### src/rtl/acc_err_monitor.sv
// Accuracy monitor for the approximate multiplier: recomputes a*b and
// accumulates sample count, error count, ED sum (saturating) and max ED.
//
// Ports:
//   clk, rst_n        clock, async active-low reset
//   start             1-cycle run start, latches num_samples (N)
//   num_samples       samples in the run, 0 allowed
//   in_valid/in_ready sample handshake, ready only in RUN
//   a, b, prod_approx operands and approximate product
//   busy, done        RUN|DRAIN, DONE level
//   sample_cnt        samples accumulated
//   err_cnt           samples with nonzero ED
//   sum_ed, sat       saturating ED sum, sticky clamp flag
//   max_ed            largest ED seen
module acc_err_monitor #(
  parameter int DW    = 8,
  parameter int SUM_W = 32,
  parameter int CNT_W = 20
) (
  input  logic             clk,
  input  logic             rst_n,
  input  logic             start,
  input  logic [CNT_W-1:0] num_samples,
  input  logic             in_valid,
  output logic             in_ready,
  input  logic [DW-1:0]    a,
  input  logic [DW-1:0]    b,
  input  logic [2*DW-1:0]  prod_approx,
  output logic             busy,
  output logic             done,
  output logic [CNT_W-1:0] sample_cnt,
  output logic [CNT_W-1:0] err_cnt,
  output logic [SUM_W-1:0] sum_ed,
  output logic [2*DW-1:0]  max_ed,
  output logic             sat
);

  localparam int PW  = 2 * DW;
  localparam int SW1 = SUM_W + 1;

  typedef enum logic [1:0] {
    S_IDLE,
    S_RUN,
    S_DRAIN,
    S_DONE
  } state_e;

  state_e           state_q, state_d;
  logic [CNT_W-1:0] n_q, n_d;
  logic [CNT_W-1:0] acc_q, acc_d;
  logic [CNT_W-1:0] scnt_q, scnt_d;
  logic [CNT_W-1:0] ecnt_q, ecnt_d;
  logic [SUM_W-1:0] sum_q, sum_d;
  logic [PW-1:0]    max_q, max_d;
  logic [PW-1:0]    exact_q, exact_d;
  logic [PW-1:0]    appr_q, appr_d;
  logic             v1_q, v1_d;
  logic             sat_q, sat_d;

  logic             accept;
  logic             last;
  logic [PW-1:0]    ed;
  logic [SUM_W:0]   sum_ext;

  assign accept = in_valid && (state_q == S_RUN);
  assign last   = accept && ((acc_q + CNT_W'(1)) == n_q);

  assign ed = (exact_q >= appr_q) ? (exact_q - appr_q)
                                  : (appr_q - exact_q);

  // One extra bit catches the carry that signals a clamp.
  assign sum_ext = {1'b0, sum_q} + SW1'(ed);

  always_comb begin
    state_d = state_q;
    n_d     = n_q;
    acc_d   = acc_q;
    scnt_d  = scnt_q;
    ecnt_d  = ecnt_q;
    sum_d   = sum_q;
    max_d   = max_q;
    sat_d   = sat_q;
    exact_d = exact_q;
    appr_d  = appr_q;
    v1_d    = accept;

    // Stage 1: capture exact and approximate products.
    if (accept) begin
      exact_d = PW'(a) * PW'(b);
      appr_d  = prod_approx;
      acc_d   = acc_q + CNT_W'(1);
    end

    // Stage 2: fold ED into the statistics.
    if (v1_q) begin
      scnt_d = scnt_q + CNT_W'(1);
      if (ed != '0) begin
        ecnt_d = ecnt_q + CNT_W'(1);
      end
      if (ed > max_q) begin
        max_d = ed;
      end
      if (sum_ext[SUM_W]) begin
        sum_d = '1;
        sat_d = 1'b1;
      end else begin
        sum_d = sum_ext[SUM_W-1:0];
      end
    end

    unique case (state_q)
      S_IDLE, S_DONE: begin
        if (start) begin
          n_d    = num_samples;
          acc_d  = '0;
          scnt_d = '0;
          ecnt_d = '0;
          sum_d  = '0;
          max_d  = '0;
          sat_d  = 1'b0;
          if (num_samples == '0) begin
            state_d = S_DONE;
          end else begin
            state_d = S_RUN;
          end
        end
      end
      S_RUN: begin
        if (last) begin
          state_d = S_DRAIN;
        end
      end
      S_DRAIN: begin
        if (!v1_q) begin
          state_d = S_DONE;
        end
      end
      default: state_d = S_IDLE;
    endcase
  end

  always_ff @(posedge clk or negedge rst_n) begin
    if (!rst_n) begin
      state_q <= S_IDLE;
      n_q     <= '0;
      acc_q   <= '0;
      scnt_q  <= '0;
      ecnt_q  <= '0;
      sum_q   <= '0;
      max_q   <= '0;
      sat_q   <= 1'b0;
      exact_q <= '0;
      appr_q  <= '0;
      v1_q    <= 1'b0;
    end else begin
      state_q <= state_d;
      n_q     <= n_d;
      acc_q   <= acc_d;
      scnt_q  <= scnt_d;
      ecnt_q  <= ecnt_d;
      sum_q   <= sum_d;
      max_q   <= max_d;
      sat_q   <= sat_d;
      exact_q <= exact_d;
      appr_q  <= appr_d;
      v1_q    <= v1_d;
    end
  end

  assign in_ready   = (state_q == S_RUN);
  assign busy       = (state_q == S_RUN) || (state_q == S_DRAIN);
  assign done       = (state_q == S_DONE);
  assign sample_cnt = scnt_q;
  assign err_cnt    = ecnt_q;
  assign sum_ed     = sum_q;
  assign max_ed     = max_q;
  assign sat        = sat_q;

endmodule

### config.mk
export PLATFORM = sky130hd
export DESIGN_NAME = acc_err_monitor
export DESIGN_NICKNAME = d
export VERILOG_FILES = /design/src/rtl/acc_err_monitor.sv
export SDC_FILE = /design/constraint.sdc
export NUM_CORES = 1
export LEC_CHECK = 0
export CAP_MARGIN = 20
export CORE_MARGIN = 3
export CORE_UTILIZATION = 50
export CTS_BUF_LIST = sky130_fd_sc_hd__clkbuf_8
export CTS_CLUSTER_SIZE = 10
export DETAILED_ROUTE_END_ITERATION = 6
export PLACE_DENSITY = 0.7
export SLEW_MARGIN = 5
export SYNTH_ARGS = -nofsm -noshare
export SYNTH_HDL_FRONTEND = slang
export SYNTH_SLANG_ARGS = --single-unit
### constraint.sdc
create_clock -name clk -period 8.2 [get_ports clk]
set_clock_uncertainty 0.2 [all_clocks]
set_input_delay 0.82 -clock clk [delete_from_list [all_inputs] [get_ports clk]]
set_output_delay 0.82 -clock clk [all_outputs]
set_load 0.02 [all_outputs]
### Word-level counts from Yosys, hierarchy flattened

Cells that the tools add are included.

| storage, ports and cells | value |
|---|---|
| output and inout bits | 92 |
| word-level logic and storage cells | 64 |
| register bits after elaboration | 164 |

| cells by class | value |
|---|---|
| $add $sub $neg | 6 |
| reduce and logical (&&, ||, !) cells | 9 |
| muxes and demuxes | 28 |
| multiply operators | 1 |
| magnitude comparators | 2 |
| equality and inequality tests | 7 |

Operators by type and width:

| cell | number |
|---|---|
| two-way mux 20 bit | 10 |
| two-way mux 32 bit | 4 |
| two-way mux 16 bit | 5 |
| adder 20 x 1 -> 20 bit, second input constant | 3 |
| adder 32 x 16 -> 33 bit | 1 |
| subtractor 16 bit | 2 |
| == test 20 bit | 1 |
| zero test 20 bit | 1 |
| greater-or-equal comparator 16 bit | 1 |
| greater-than comparator 16 bit | 1 |
| multiplier 8 x 8 -> 16 bit | 1 |
| nonzero test 16 bit | 1 |
| two-way mux 2 bit | 4 |
| case mux 2 bit (3 select lines) | 1 |
| == test 2 bit, second input constant | 2 |
| two-way mux 1 bit | 4 |
| inequality test 2 bit, second input constant | 2 |
| AND reduction 3 bit | 1 |
| == test 2 x 1 -> 1 bit, second input constant | 1 |
| logical AND 1 bit | 2 |
| zero test 2 bit | 1 |
| inequality test 2 x 1 -> 1 bit, second input constant | 1 |
| AND reduction 2 bit | 1 |
| OR reduction 2 bit | 1 |
| logical OR 1 bit | 1 |

### Logic depth before layout (Yosys ltp)

Gate-level depths: netlist (run 1).

| depth | value |
|---|---|
| word-level depth | 7 |
| gate-level depth with buffers | 24 |
| mapped depth without buffers | 22 |

### Worst setup path after synthesis (run 1)

No wires, ideal clock.

| timing | value |
|---|---|
| path type | input port to flip-flop |
| start | input port a[1] |
| end | register exact_q[15] |
| cell stages on the path | 17 |
| buffers on the path | 0 |
| arrival | 4.739 ns |
| data required time | 7.918 ns |
| path slack | 3.179 ns |
| cell sequence | and2_1 fa_1 fa_1 inv_1 fa_1 fa_1 inv_1 ha_1 o21ai_0 a21boi_0 o21ai_0 a21boi_0 o21ai_0 nand2b_1 a311oi_1 or3_1 a31oi_1 |

| on the way | value |
|---|---|
| word-level cells in the longest chain between the ends | 1 |

RTL lines:

| what | line | text |
|---|---|---|
| start, declared | 26 | `input logic [DW-1:0] a,` |
| multiplier 8 x 8 -> 16 bit | 89 | `exact_d = PW'(a) * PW'(b);` |
| end signal, assigned | 164 | `exact_q <= exact_d;` |
| end, declared | 55 | `logic [PW-1:0] exact_q, exact_d;` |

No other way between the ends.
A chain may end at the register's enable or synchronous reset.

### Final worst setup path (run 1)

| timing | value |
|---|---|
| start | register exact_q[0] |
| end | register sum_q[30], in the netlist sum_ed[30] |

| on the way | value |
|---|---|
| word-level cells in the longest chain between the ends | 7 |
| elaborated cells between the ends (all ways) | 9 |
| those cells by class | add/sub (3); order compare (1); mux (5) |

RTL lines:

| what | line | text |
|---|---|---|
| subtractor 16 bit (tied with other cells) | 69 | `: (appr_q - exact_q);` |
| two-way mux 16 bit * | 68 | `assign ed = (exact_q >= appr_q) ? (exact_q - appr_q)` |
| adder 32 x 16 -> 33 bit * | 72 | `assign sum_ext = {1'b0, sum_q} + SW1'(ed);` |
| two-way mux 32 bit * | 103 | `if (sum_ext[SUM_W]) begin` |
| two-way mux 32 bit * | 95 | `if (v1_q) begin` |
| two-way mux 32 bit | 113 | `if (start) begin` |
| two-way mux 32 bit * | 111 | `unique case (state_q)` |
| via sum_d[30] | 53 | `logic [SUM_W-1:0] sum_q, sum_d;` |
| end signal, assigned | 161 | `sum_q <= sum_d;` |
| end, declared | 53 |  |

The timed path passes the listed nets; every way through them passes the cells marked *.

==> flow_summary.ini, run 1 <==
[final_layout]
area_delta_synth_final_pct = 16.53
drive_gt1_share_pct = 4.112
final_cells = 1929
diodes = 0
final_nets = 1794
post-route-util_pct = 59.92

[clocking]
post_cts_resized = 0
clock_latency_ps = 470
cts.htree.levels = 4
cts_sinks = 164
hold_buffers = 0
post_cts.repair.setup_buffers = 0
clockRootBuffer = clkbuf_8
cts_tree = done
cts.path.max_buffers = 2
cts.clk_slew.worst_paths_ps = 100
cts_buffers = 17

[logic_synthesis]
yosysMostFrequentCell = nand2_1
yosysWarnings = 0
yosysTopAreaCellShare_pct = 32.44
syn_nets = 1677
synthArstFlopShare_pct = 100.0
ys_types = 78
synth_flop_cell = dfrtp_1
synth_seq_cells = 164
synth_cells = 1476
synth-edff-count = 0
synth_top_area_cell = dfrtp_1
avgSynthCellArea_sq_um = 8.572
synthTopCellsByArea = dfrtp_1, ha_1, fa_1
seq_area_frac_synth_pct = 32.44
mappedNetlistArea_sq_um = 12650
netlist_top_cells_count = nand2_1, dfrtp_1, inv_1, ha_1, o21ai_0

[sta]
fin_ws_ps = 2150
clock.fmax_mhz = 165.3
min_period_ps = 6050
report.final.slew_viol_count = 0
rsz0062_at_grt = false
tns_ps = 0
timing.final.crit_share_pct = 73.78
setup_viol = 0
worst_pin_slew_ps = 1028
relSlewSlack_pct = 30.98
hold_viol_final = 0

[placed_design]
place.gp.congestion = 0.8948
hpwl_microns = 23610
pre_cts_ws_ps = 2235
placedCellCount = 1895
port_buffers = 147

[die]
die_h_microns = 165.1
initial_core_util_pct = 51.42
core_sq_um = 24600
ios = 148
die_area_sq_um = 27250
fp.dieW_microns = 165.1
rows = 57

[global_routing]
antenna_found_initial = 1
overflow = 0
grtUsageTotal_pct = 23.18
grt_pass1_vias = 10380
grt_pass1_wl_microns = 51540
grt_max_degree = 106

[critical_path]
cp.arrival_ps = 6230
critPathLaunchType = register
crit_slowest_cell = a311oi_1
path_delay_family = compound AO/OA/AOI/OAI gates
end_kind = register
cpPeakStageDelay_ps = 810
cp_cell_sequence = inv_1 -> ha_1 -> inv_1 -> fa_1 -> a211oi_2 -> o211ai_1 -> and2_4 -> o21ai_2 -> a2111oi_0 -> a2111oi_2 -> ha_1 -> a21boi_0 -> o211ai_1 -> a21boi_0 -> o2111ai_1 -> a311oi_1 -> nand2_1 -> a31oi_1
cp_max_fo = 15
path_buf_inv = 2
critical_path_class = reg -> reg
path_depth = 18
cp.required_ps = 8380
reg2regPathDepth = 18

[drt]
dr.pass1.iters = 5
ant_nets = 0
drt_first_iter_violations = 867
routed_via_density = 5.651
wl_microns = 31480
wl_per_cell_microns = 16.32
vias = 10900
remaining_drc_errors = 0

[job]
max-cap-violations = 0

[power_and_ir_drop]
p_leak_nw = 6.590
ir_worst_vdd_v = 0.0004023
p_per_area_nw_per_um2 = 440.1

[status]
status = completed

[hold_path]
min_path_type = in -> async
-- cell usage in the layout (no fill, tap or decap), types with 11 or more instances in the layout --
cell type / netlist / layout
nor2_1: 96 / 96
and2_1: 44 / 43
nand2b_1: 18 / 18
nor4_1: 15 / 15
nand2_1: 194 / 194
or3_1: 16 / 16
or4_1: 12 / 12
a211oi_1: 23 / 23
xnor2_1: 48 / 48
and3_1: 20 / 20
clkbuf_8: 0 / 17
o211ai_1: 11 / 11
a21oi_1: 90 / 90
o31ai_1: 13 / 13
a21o_1: 17 / 17
nor3_1: 27 / 27
clkdlybuf4s50_1: 0 / 146
o21ai_0: 97 / 97
nand3_1: 39 / 39
nand4_1: 29 / 29
fa_1: 39 / 39
dfrtp_1: 164 / 164
inv_1: 129 / 129
ha_1: 106 / 106
xor2_1: 44 / 44
a31oi_1: 12 / 12
-- worst paths after layout --
check	startpoint	end	slack, ps
worst max-delay path	exact_q[0]	sum_ed[30]	2150
min in group clk	n_q[5]	n_q[5]	310
worst max register to register	exact_q[0]	sum_ed[30]	2150
max in group asynchronous	rst_n	exact_q[12]	6140
worst min-delay path	rst_n	max_ed[7]	260
worst min register to register	n_q[5]	n_q[5]	310
-- area by class of cell --
class                           instances  area [sq um]
Inverter                              130         488.0
Tap cell                              324         405.4
Fill cell                            2233          9861
Sequential cell                       164          4104
Clock buffer                           17         234.0
Clock inverter                         14         135.1
Multi-Input combinational cell       1124          7802
Timing Repair Buffer                  156          1575
-- state kept, by name, indices dropped and copies added, names as in the netlist --
name and cells:
acc_q 20, appr_q 16, err_cnt 20, exact_q 16, max_ed 16, n_q 20, sample_cnt 20, sat 1
state_q 2, sum_ed 32, v1_q 1
-- routing by layer --
layer  wire (microns)  GRT usage [%]
met4              497          5.947
met2            14750          37.35
met1            14700          32.91
met5               13              0
met3             1518          3.367
-- power breakdown --
group,leakage [nW],internal [mW],switching [mW]
Clock,0.178,0.224,0.349
Combinational,4.24,1.89,2.84
Sequential,2.17,1.02,0.162
-- kinds of logic (layout without fill, tap and decap cells) --
kind of cell / Yosys count / count (layout) / synth area share (%)
xor+xnor: 92 / 92 / 6.369
simple gates: 536 / 536 / 20.57
flops: 164 / 164 / 32.44
compound gates: 345 / 345 / 17.40
mux: 6 / 6 / 0.5241
buf+inv: 188 / 317 / 6.052
fa+ha+maj: 145 / 145 / 16.65
-- stage by stage --
step / area (sq um) / hold slack (ps) / power [mW]
after floorplan: 12650 / 262.7 / 4.693
after global placement: 14320 / 289.5 / 5.760
after detailed placement: 14320 / 286.9 / 5.823
after CTS: 14690 / 271.6 / 6.430
after global routing: 14740 / 298.9 / 7.117
final: 14740 / 262.4 / 6.489
Note: power is estimated with default switching activity, not from simulation.
==> inputs of run 2 (changes only) <==
- clock period: 8.2 -> 6 ns (I/O delays scaled with it)
==> run 2 against run 1 <==
Via count up 1.4%. Setup slack worse by 1600 ps. Critical path depth up 4. Critical path type unchanged. Total power up 40%. Cell count up 0.98%.
==> flow_summary.ini, run 2 (synthesized netlist as in run 1, its figures left out) <==
[status]
status = completed

[placed_design]
hpwl_microns = 24250
place.gp.congestion = 0.8822
pre_cts_ws_ps = 255.1
placedCellCount = 1913
port_buffers = 147
placed_cell_area_sq_um = 14450

[global_routing]
grt_pass1_vias = 10570
antenna_found_initial = 1
grt_busiest_layer = met2
overflow = 0
globalRouteMet2Util_pct = 38.65
grtUsageTotal_pct = 23.69
grt_pass1_wl_microns = 52620
use_met1_pct = 33.38
grt_max_degree = 69
grt_use_met3_pct = 3.218

[drt]
wl_per_cell_microns = 16.38
routed_via_density = 5.671
remaining_drc_errors = 0
drt_first_iter_violations = 695
ant_nets = 0
vias = 11050
dr.pass1.iters = 5
wl_microns = 31910

[die]
rows = 57
initial_core_util_pct = 51.42
fp.dieW_microns = 165.1
die_h_microns = 165.1
die_area_sq_um = 27250
core_sq_um = 24600
ios = 148

[power_and_ir_drop]
ir_worst_vdd_v = 0.0004297
fin_total_pwr_mw = 9.059
switching_power_mw = 4.596
swShare_pct = 50.74
power_frac_comb_pct = 73.0
p_leak_nw = 6.699
power.internal_mw = 4.463
p_per_area_nw_per_um2 = 608.0
power.share.clock_pct = 9.1
seq_power_share_pct = 17.9

[final_layout]
mostFrequentLayoutCells = nand2_1, dfrtp_1, clkdlybuf4s50_1
drive_gt1_share_pct = 5.172
final_cells = 1948
fill_cells = 2153
largest_register_ffs = 32
final_nets = 1812
area_delta_synth_final_pct = 17.76
diodes = 0
final_area_sq_um = 14900
layout.cells.most_common = nand2_1

[sta]
setup_viol = 0
hold_viol_final = 0
relSlewSlack_pct = 38.55
worst_pin_slew_ps = 921.8
rsz0062_at_grt = false
min_period_ps = 5444
tns_ps = 0
timing.final.crit_share_pct = 90.73
report.final.slew_viol_count = 0
clock.fmax_mhz = 183.7
fin_ws_ps = 556.1

[clocking]
post_cts_resized = 0
cts.htree.levels = 4
cts.path.max_buffers = 2
cts.clk_slew.worst_paths_ps = 110
cts_tree = done
clock_latency_ps = 480
cts_sinks = 164
clockRootBuffer = clkbuf_8
cts_buffers = 17

[critical_path]
reg2regPathDepth = 22
end_kind = register
cp.required_ps = 6130
path_depth = 22
cp_cell_sequence = inv_1 -> ha_1 -> inv_1 -> fa_1 -> a211oi_2 -> o211ai_1 -> and2_4 -> o21ai_2 -> buf_4 -> nand4_1 -> a21o_1 -> and2_1 -> ha_1 -> and3_1 -> o211ai_1 -> a21boi_0 -> o2111ai_1 -> a311oi_1 -> buf_4 -> and2_1 -> and4b_1 -> nor3_1
critical_path_class = reg -> reg
crit_slowest_cell = fa_1
path_buf_inv = 4
r2r-end = sum_ed[22]
endpoint = sum_ed[22]
rr_startpoint = exact_q[0]
cp_max_fo = 11
crit_path_start = exact_q[0]
critPathLaunchType = register
cpPeakStageDelay_ps = 440
cp.arrival_ps = 5570
rrSetupSlack_ps = 560
path_delay_family = compound AO/OA/AOI/OAI gates

[hold_path]
min_path_type = reg -> reg

[job]
max-cap-violations = 0
## run 2: worst min-delay path by stage
stage                     to  slack (ps)  cells after the start     from
floorplan           acc_q[0]         100                      0    rst_n
global placement      n_q[1]         290                      2   n_q[1]
detailed placement   n_q[19]         290                      2  n_q[19]
CTS                  n_q[19]         310                      2  n_q[19]
global route         n_q[14]         340                      2  n_q[14]
finish                n_q[6]         310                      2   n_q[6]
## run 2: through the flow
step	utilization, %	hold WS, ps
after floorplan	-	104.4
after global placement	58.74	290.1
after detailed placement	58.74	289.1
after CTS	60.40	313.2
after global routing	60.55	344.7
final	60.55	311.8
## run 2: power groups by stage
stage	clock (mW)	combinational [mW]	sequential, mW
after floorplan	0	4.73	1.69
after global placement	0	6.42	1.63
after detailed placement	0	6.52	1.64
after CTS	0.844	6.56	1.62
after global routing	0.889	7.41	1.66
final	0.824	6.62	1.62
## run 2: area by class of cell
class,instances,area [sq um],share of cell area [%]
sequential,164,4104,27.54
clock buffer,18,247.7,1.663
clock inverter,14,150.1,1.008
multi-input combinational,1124,7802,52.37
tap,324,405.4,2.721
inverter,130,488.0,3.275
timing repair buffer,174,1702,11.42
## run 2: layer usage
layer | share of wire, % | routed length, microns | vias to the layer above
met5 | 0.041 | 13 | -
met1 | 47 | 15040 | 5319
met4 | 1.8 | 565 | 2
met3 | 4.2 | 1356 | 38
met2 | 47 | 14930 | 269
li1 | - | - | 5420
## run 2: worst reg2reg max path, cell delays in order, from the launching register on
cell and delay [ps]:
dfrtp_1 390, inv_1 80, ha_1 160, inv_1 50, fa_1 440, a211oi_2 330
o211ai_1 210, and2_4 210, o21ai_2 260, buf_4 240, nand4_1 130, a21o_1 210
and2_1 210, ha_1 410, and3_1 190, o211ai_1 110, a21boi_0 270, o2111ai_1 230
a311oi_1 290, buf_4 200, and2_1 220, and4b_1 220, nor3_1 50
## run 2: repair_timing
action / CTS / global route
endpoints found under the hold margin: 34 / 0
hold buffers: 1 / 0
setup buffers: 0 / 0
